--- config.mk ---
export PLATFORM = sky130hd
export DESIGN_NAME = button_debounce_array
export DESIGN_NICKNAME = d
export VERILOG_FILES = /design/src/rtl/button_pkg.sv /design/src/rtl/debounce_channel.sv /design/src/rtl/button_debounce_array.sv
export SDC_FILE = /design/constraint.sdc
export NUM_CORES = 1
export LEC_CHECK = 0
export CAP_MARGIN = 10
export CORE_UTILIZATION = 45
export CTS_CLUSTER_DIAMETER = 40
export DETAILED_ROUTE_END_ITERATION = 7
export PLACE_DENSITY = 0.75
export SLEW_MARGIN = 20
export SYNTH_ARGS = -nofsm -noshare
export SYNTH_HDL_FRONTEND = slang
export SYNTH_SLANG_ARGS = --single-unit
export TNS_END_PERCENT = 5
--- constraint.sdc ---
create_clock -name clk_100M -period 4.46 [get_ports clk_100M]
set_input_delay 0.669 -clock clk_100M [delete_from_list [all_inputs] [get_ports clk_100M]]
set_output_delay 0.669 -clock clk_100M [all_outputs]
set_load 0.02 [all_outputs]
--- src/rtl/button_pkg.sv ---
// Shared timing constants and per-channel event record for the button debouncer.
package button_pkg;

  localparam int CLK_HZ        = 100_000_000;
  localparam int DEBOUNCE_20MS = CLK_HZ / 50;
  localparam int LONG_500MS    = CLK_HZ / 2;

  typedef struct packed {
    logic press;
    logic rel;
    logic long_p;
    logic long_h;
  } btn_evt_t;

endpackage

--- src/rtl/debounce_channel.sv ---
// One button channel: 2-flop sync, debounce counter, press/release pulses and,
// when BUTTON_LONG_PRESS_EN is defined, the long-press hold counter.
module debounce_channel
  import button_pkg::*;
#(
  parameter int DEBOUNCE_CYCLES = DEBOUNCE_20MS
`ifdef BUTTON_LONG_PRESS_EN
  , parameter int LONG_CYCLES = LONG_500MS
`endif
) (
  input  logic     clk_100M,
  input  logic     rst,
  input  logic     button,
  output logic     level,
  output btn_evt_t evt
);

  localparam int             DW      = $clog2(DEBOUNCE_CYCLES + 1);
  localparam logic [DW-1:0]  DB_LAST = DW'(DEBOUNCE_CYCLES - 1);

  logic [1:0]    sync_q, sync_d;
  logic [DW-1:0] db_cnt_q, db_cnt_d;
  logic          level_q, level_d;
  logic          press_q, press_d;
  logic          rel_q, rel_d;
  logic          long_p, long_h;

  // Any cycle where sync matches the accepted level wipes the count.
  always_comb begin
    sync_d   = {sync_q[0], button};
    level_d  = level_q;
    db_cnt_d = '0;
    if (sync_q[1] != level_q) begin
      if (db_cnt_q == DB_LAST) level_d  = sync_q[1];
      else                     db_cnt_d = db_cnt_q + 1'b1;
    end
    press_d = level_d & ~level_q;
    rel_d   = ~level_d & level_q;
  end

  always_ff @(posedge clk_100M or posedge rst) begin
    if (rst) begin
      sync_q   <= '0;
      db_cnt_q <= '0;
      level_q  <= 1'b0;
      press_q  <= 1'b0;
      rel_q    <= 1'b0;
    end else begin
      sync_q   <= sync_d;
      db_cnt_q <= db_cnt_d;
      level_q  <= level_d;
      press_q  <= press_d;
      rel_q    <= rel_d;
    end
  end

`ifdef BUTTON_LONG_PRESS_EN
  localparam int            HW       = $clog2(LONG_CYCLES + 1);
  localparam logic [HW-1:0] HOLD_MAX = HW'(LONG_CYCLES);

  logic [HW-1:0] hold_q, hold_d;
  logic          long_p_q, long_p_d;
  logic          long_h_q, long_h_d;

  // Pulse only on the edge into saturation, and never alongside a release.
  always_comb begin
    hold_d = '0;
    if (level_q) hold_d = (hold_q == HOLD_MAX) ? hold_q : hold_q + 1'b1;
    long_p_d = level_d && (hold_d == HOLD_MAX) && (hold_q != HOLD_MAX);
    long_h_d = long_h_q;
    if (rel_d)         long_h_d = 1'b0;
    else if (long_p_d) long_h_d = 1'b1;
  end

  always_ff @(posedge clk_100M or posedge rst) begin
    if (rst) begin
      hold_q   <= '0;
      long_p_q <= 1'b0;
      long_h_q <= 1'b0;
    end else begin
      hold_q   <= hold_d;
      long_p_q <= long_p_d;
      long_h_q <= long_h_d;
    end
  end

  assign long_p = long_p_q;
  assign long_h = long_h_q;
`else
  assign long_p = 1'b0;
  assign long_h = 1'b0;
`endif

  assign level = level_q;
  assign evt   = '{press: press_q, rel: rel_q, long_p: long_p, long_h: long_h};

endmodule

--- src/rtl/button_debounce_array.sv ---
// N_CH independent debounced buttons with press/release/long-press events.
// Long-press logic is built only when BUTTON_LONG_PRESS_EN is defined.
module button_debounce_array
  import button_pkg::*;
#(
  parameter int N_CH            = 4,
  parameter int DEBOUNCE_CYCLES = DEBOUNCE_20MS,
  parameter int LONG_CYCLES     = LONG_500MS
) (
  input  logic            clk_100M,
  input  logic            rst,
  input  logic [N_CH-1:0] BUTTON,
  output logic [N_CH-1:0] button_level,
  output logic [N_CH-1:0] press_pulse,
  output logic [N_CH-1:0] release_pulse,
  output logic [N_CH-1:0] long_pulse,
  output logic [N_CH-1:0] long_hold
);

  btn_evt_t [N_CH-1:0] evt;

  if (DEBOUNCE_CYCLES < 2 || LONG_CYCLES <= DEBOUNCE_CYCLES || N_CH < 1 || N_CH > 32) begin : g_bad_cfg
    $error("button_debounce_array: illegal parameter combination");
  end

  for (genvar gi = 0; gi < N_CH; gi++) begin : g_ch
    debounce_channel #(
      .DEBOUNCE_CYCLES(DEBOUNCE_CYCLES)
`ifdef BUTTON_LONG_PRESS_EN
      , .LONG_CYCLES(LONG_CYCLES)
`endif
    ) u_ch (
      .clk_100M (clk_100M),
      .rst      (rst),
      .button   (BUTTON[gi]),
      .level    (button_level[gi]),
      .evt      (evt[gi])
    );
    assign press_pulse[gi]   = evt[gi].press;
    assign release_pulse[gi] = evt[gi].rel;
    assign long_pulse[gi]    = evt[gi].long_p;
    assign long_hold[gi]     = evt[gi].long_h;
  end

endmodule
==> results of run 1 <==
[critical path: stages (launching register included)]
cell	delay, ns
dfrtp_1	0.41
ha_1	0.28
nand4_4	0.17
or4_4	0.53
o41ai_4	0.81
nor2_1	0.14
[through the flow]
stage	area [sq um]	setup slack [ns]	cells
CTS	5599	1.943	652
floorplan	5135	1.059	510
detailed placement	5296	1.964	637
finish	5608	1.949	652
global placement	5296	2.079	637
global route	5608	1.737	652
[placed cells by master, fill, tap and decap left out, types with 5 or more instances in the layout]
cell type          n
dfrtp_1          104
nor2_1            64
nand3_1           32
xnor2_1           31
nand2_1           27
xor2_1            27
nand4_1           23
a21oi_1           22
clkdlybuf4s50_1   17
or3_1             14
o21ai_0           13
nor4_1            11
and4_1            10
or4_1              9
nor3_1             9
clkbuf_16          9
inv_1              8
nor3b_1            8
conb_1             8
o31ai_1            7
and3_1             7
and2_1             6
nand4b_1           5
[report_power, final]
part	leakage, nW	switching (mW)	internal, mW
Combinational	0.648	0.0444	0.0177
Sequential	1.42	0.0142	0.955
Clock	0.149	0.327	0.487
Total	2.22	0.385	1.46
[worst paths after layout]
check / startpoint / endpoint / slack [ns] / cells past startpoint
worst max-delay path: g_ch[3].u_ch.db_cnt_q[0] / g_ch[3].u_ch.db_cnt_q[2] / 1.95 / 5
worst min register to register: g_ch[1].u_ch.sync_q[0] / g_ch[1].u_ch.sync_q[1] / 0.36 / 0
min in group asynchronous: rst / g_ch[1].u_ch.sync_q[1] / 0.87 / 2
worst max register to register: g_ch[3].u_ch.db_cnt_q[0] / g_ch[3].u_ch.db_cnt_q[2] / 1.95 / 5
max in group asynchronous: rst / g_ch[3].u_ch.db_cnt_q[11] / 2.65 / 3
worst min-delay path: g_ch[1].u_ch.sync_q[0] / g_ch[1].u_ch.sync_q[1] / 0.36 / 0
[kinds of logic after synthesis]
kind of cell,Yosys count,synth area share
adders and majority gates,4,0.009797
DFF,104,0.5094
and+or+nand+nor,242,0.2643
xor gates and xnor gates,58,0.09944
other,1,0.0007340
buffers and inverters,42,0.04751
AOI/OAI and AO/OA,48,0.05927
muxes,4,0.009550
[registers in the layout, summed over array words and instances, names as in the netlist]
| register | flops |
|---|---|
| g_ch.u_ch.rel_q | 4 |
| g_ch.u_ch.level | 4 |
| g_ch.u_ch.db_cnt_q | 84 |
| g_ch.u_ch.press_q | 4 |
| g_ch.u_ch.sync_q | 8 |
[area by class of cell]
| type | instances | area [sq um] | area share |
|---|---|---|---|
| inverters | 9 | 36.28 | 0.006470 |
| multi-input cells | 364 | 2298 | 0.4099 |
| clock inverters | 4 | 70.07 | 0.01249 |
| repair buffers | 20 | 192.7 | 0.03436 |
| flip-flops and latches | 104 | 2603 | 0.4641 |
| well taps | 140 | 175.2 | 0.03124 |
| clock buffers | 11 | 232.7 | 0.04150 |
[routing by layer]
layer,track usage,vias up,share of wire
li1,-,1770,-
met1,0.2283,1780,0.47
met2,0.2948,54,0.48
met3,0.04039,7,0.030
met4,0.05695,0,0.012
met5,0,-,0
==> reports/summary.txt, run 1 <==
CTS sink cnt - 104
GP Congestion - 0.8239
First-pass DRT Iterations - 6
synthesized flop and latch total - 104
Yosys cell types - 43
initial antenna violation count - 0
fin crit period - 2.511 ns
io pins - 26
outcome - finished, final reports clean
share of the synthesized area in the top cell type - 0.5094
Worst EP arrival - 2.69 ns
first-pass GRT wire length - 16280 um
most frequent cell after synthesis - dfrtp_1
WL/cell - 14.16 um
most used flip-flop cell after synthesis - dfrtp_1
FP Rows - 38
post-route ant nets - 0
Die H - 108.6 um
pwr/cell area - 329.1 nW/um^2
fraction of layout cells with a size suffix above 1 - 0.07031
DRT iter0 DRCs - 205
worst hold path type - flop to flop
via count - 3611
# diodes - 0
setup TNS - 0 ns
CTS root buf - clkbuf_16
Gate Count Post-Synth - 503
post-CTS resize count - 0
Fin Hold WS - 0.3569 ns
TritonCTS Buffers - 9
top achievable clock speed - 398.2 MHz
crit share post-route - 0.5630
Congestion Overflow GR - 0
yosys warns - 0
Detailed Place HPWL - 6286 um
final-report hold violation count - 0
Reg clk slew, reported paths - 0.07 ns
synth top area cells - dfrtp_1, xnor2_1, nor2_1, xor2_1, nand3_1
starting density of the core - 0.4672
final core occ - 0.5128
port buffer count - 17
via/cell ratio - 5.538
Leak - 2.222 nW
clk_skew - 0.007486 ns
DRC - 0
deepest clock path buffer count - 2
RSZ-0062 raised after global routing - no
Post-Route WL - 9231 um
CTS tree - yes
Core ar. - 10940 sq um
die area - 11780 sq um
crit start category - flop
number of global-route vias before repair - 3521
Post-synth ARST share - 1.000
Total GRT Usage - 0.1771
register area share after synthesis - 0.5094
Final nets - 518
# H-tree levels - 3
total power draw - 1.846 mW
Slew headroom - 0.3296
max-slew violations - 0
leading area contributor after synthesis - dfrtp_1
Post-CTS Hold Fix Bufs - 0
Fill cells - 990
Commonest cells post-synth - dfrtp_1, nor2_1, nand3_1
synth-to-layout area growth - 9.772%
Synth Cell Area - 5109 sq um
Max Cap Viol - 0
final setup fails - 0
WS Path Type - flop to flop
CP required - 4.64 ns
Die W - 108.6 um
Post-synth EDFFs - 0
Worst-Margin Slew - 1.002 ns
syn avg cell area - 10.16 sq um
Worst-Skew Late Latency - 0.34 ns
largest net degree at the start of global routing - 77
CP Max Fanout - 19
CP endpoint kind - flop
Max IR drop VDD - 0.1999 mV
Setup Fix Bufs, Post-CTS - 0
Note: power is estimated with default switching activity, not from simulation.
==> run 2, diff against run 1 <==
==> constraint.sdc (replaced) <==
create_clock -name clk_100M -period 2.45 [get_ports clk_100M]
set_input_delay 0.3675 -clock clk_100M [delete_from_list [all_inputs] [get_ports clk_100M]]
set_output_delay 0.3675 -clock clk_100M [all_outputs]
set_load 0.02 [all_outputs]
==> reports/summary.txt, run 2 (synthesis gave the netlist of run 1 again) <==
CP required - 2.68 ns (was 4.64 ns)
Fill cells - 944 (was 990)
CP endpoint kind - flop (unchanged)
max-slew violations - 0 (unchanged)
worst hold stages - 0 (unchanged)
port buffer count - 17 (unchanged)
Leak - 2.235 nW (was 2.222 nW)
multi-input logic area - 2290 sq um (was 2298 sq um)
first-pass GRT wire length - 15850 um (was 16280 um)
WL met2 - 4206 um (was 4466 um)
hold endpoint - g_ch[0].u_ch.sync_q[1] (was g_ch[1].u_ch.sync_q[1])
initial antenna violation count - 0 (unchanged)
most frequent cells in the layout - dfrtp_1, nor2_1, nand3_1 (unchanged)
Setup Fix Bufs, Post-CTS - 0 (unchanged)
post-CTS resize count - 0 (unchanged)
DRT iter0 DRCs - 136 (was 205)
Post-Route WL - 9092 um (was 9231 um)
Reg-to-Reg End - g_ch[3].u_ch.level (was g_ch[3].u_ch.db_cnt_q[2])
met3 routed WL - 379 um (was 274 um)
Die W - 108.6 um (unchanged)
Total GRT Usage - 0.1708 (was 0.1771)
area occupied by registers - 2603 sq um (unchanged)
CTS sink cnt - 104 (unchanged)
die area - 11780 sq um (unchanged)
CTS tree - yes (unchanged)
First-pass DRT Iterations - 4 (was 6)
area post-placement - 5360 sq um (was 5296 sq um)
DRC - 0 (unchanged)
Max IR drop VDD - 0.3036 mV (was 0.1999 mV)
Final WS setup - 0.1117 ns (was 1.949 ns)
final setup fails - 0 (unchanged)
Hold Crit Start - g_ch[0].u_ch.sync_q[0] (was g_ch[1].u_ch.sync_q[0])
crit start category - flop (unchanged)
setup TNS - 0 ns (unchanged)
synth-to-layout area growth - 10.38% (was 9.772%)
number of flip-flops in the largest register - 84 (unchanged)
TritonCTS Buffers - 9 (unchanged)
outcome - finished, final reports clean (unchanged)
top achievable clock speed - 427.7 MHz (was 398.2 MHz)
Detailed Place HPWL - 6219 um (was 6286 um)
Post-CTS Hold Fix Bufs - 0 (unchanged)
Core ar. - 10940 sq um (unchanged)
fin crit period - 2.338 ns (was 2.511 ns)
clk_skew - 0.008592 ns (was 0.007486 ns)
starting density of the core - 0.4672 (unchanged)
GP Congestion - 0.8415 (was 0.8239)
largest register by flop count - g_ch.u_ch.db_cnt_q (unchanged)
io pins - 26 (unchanged)
WS Path Type - flop to flop (unchanged)
CP Max Fanout - 8 (was 19)
Max Cap Viol - 0 (unchanged)
RSZ-0062 raised after global routing - no (unchanged)
Reg clk slew, reported paths - 0.07 ns (about the same)
deepest clock path buffer count - 2 (unchanged)
Worst EP arrival - 2.57 ns (was 2.69 ns)
pre-CTS setup slack - 0.1645 ns (was 1.964 ns)
# diodes - 0 (unchanged)
commonest non-fill, non-tap cell in the layout - dfrtp_1 (unchanged)
reg-to-reg slack, setup - 0.11 ns (was 1.95 ns)
CTS root buf - clkbuf_16 (unchanged)
reg-to-reg startpoint - g_ch[3].u_ch.db_cnt_q[0] (unchanged)
WL/cell - 13.84 um (was 14.16 um)
CP max-delay cell - or4_4 (was o41ai_4)
largest net degree at the start of global routing - 49 (was 77)
fraction of layout cells with a size suffix above 1 - 0.08317 (was 0.07031)
crit share post-route - 0.9544 (was 0.5630)
WL met1 - 4424 um (was 4381 um)
critical-path cell list - ha_1, nand4_4, or4_4, or4_4, mux2_4 (was ha_1, nand4_4, or4_4, o41ai_4, nor2_1)
final-report hold violation count - 0 (unchanged)
CP most frequent cell - or4_4
Top Metal Used - met4 (unchanged)
# H-tree levels - 3 (unchanged)
final core occ - 0.5157 (was 0.5128)
FP Rows - 38 (unchanged)
Congestion Overflow GR - 0 (unchanged)
via/cell ratio - 5.499 (was 5.538)
Die H - 108.6 um (unchanged)
number of global-route vias before repair - 3419 (was 3521)
post-route ant nets - 0 (unchanged)
max incr delay on CP - 0.54 ns (was 0.81 ns)
worst hold path type - flop to flop (unchanged)
worst r2r path cells - 5 (unchanged)
Final nets - 523 (was 518)
Worst-Skew Late Latency - 0.35 ns (was 0.34 ns)
Top Registers - g_ch.u_ch.db_cnt_q (84), g_ch.u_ch.sync_q (8) (unchanged)
pwr/cell area - 575.1 nW/um^2 (was 329.1 nW/um^2)
Design Area, Final - 5639 sq um (was 5608 sq um)
via count - 3613 (was 3611)
==> run 2: cell count changes in the layout (fill, tap and decap cells not counted), moves of 2 or more <==
| cell | delta |
|---|---|
| clkinvlp_4 | +2 |
| clkinv_4 | +2 |
| bufinv_16 | -2 |
| clkinv_2 | -2 |
| clkbuf_1 | -2 |
| inv_6 | +2 |
| buf_12 | +2 |
| buf_4 | +3 |
==> run 2: cell type report <==
class,count,share of cell area
Inverter,9,0.006656
Multi-Input combinational cell,364,0.4060
Timing Repair Buffer,25,0.04526
Tap cell,140,0.03106
Clock inverter,6,0.009541
Clock buffer,9,0.03994
Sequential cell,104,0.4615
==> run 2: worst max-delay path by stage <==
stage	startpoint	to	slack [ns]	cells after the start
final	g_ch[3].u_ch.db_cnt_q[0]	g_ch[3].u_ch.level	0.11	5
after CTS	g_ch[3].u_ch.db_cnt_q[0]	g_ch[3].u_ch.level	0.13	5
after global placement	g_ch[3].u_ch.db_cnt_q[0]	g_ch[3].u_ch.level	0.24	5
after floorplan	g_ch[3].u_ch.db_cnt_q[0]	g_ch[3].u_ch.level	0.29	5
after global routing	g_ch[3].u_ch.db_cnt_q[0]	g_ch[3].u_ch.level	0.06	5
after detailed placement	g_ch[3].u_ch.db_cnt_q[0]	g_ch[3].u_ch.level	0.16	5
==> run 2: through the flow <==
stage / hold WS, ns / cells / power [mW]
final: 0.3493 / 657 / 3.243
after global routing: 0.3623 / 657 / 3.382
after CTS: 0.3530 / 657 / 3.288
after detailed placement: 0.3347 / 642 / 1.921
after global placement: 0.3341 / 642 / 1.919
after floorplan: 0.3312 / 510 / 1.885
==> run 2: metal layers <==
layer | vias to the layer above | global-route usage
li1 | 1786 | -
met1 | 1746 | 0.2361
met2 | 74 | 0.2645
met3 | 7 | 0.04521
met4 | 0 | 0.04826
met5 | - | 0
==> run 2: power by group <==
| group | leakage (nW) | internal, mW | switching (mW) |
|---|---|---|---|
| clock network | 0.134 | 0.702 | 0.654 |
| logic | 0.676 | 0.0413 | 0.0824 |
| registers | 1.42 | 1.74 | 0.0256 |
==> run 2: worst max-delay path, delay by kind of cell (launching register included) <==
kind / cells / cell delay, ns
DFF: 1 / 0.42
adders and majority gates: 1 / 0.31
and+or+nand+nor: 3 / 1.18
muxes: 1 / 0.31
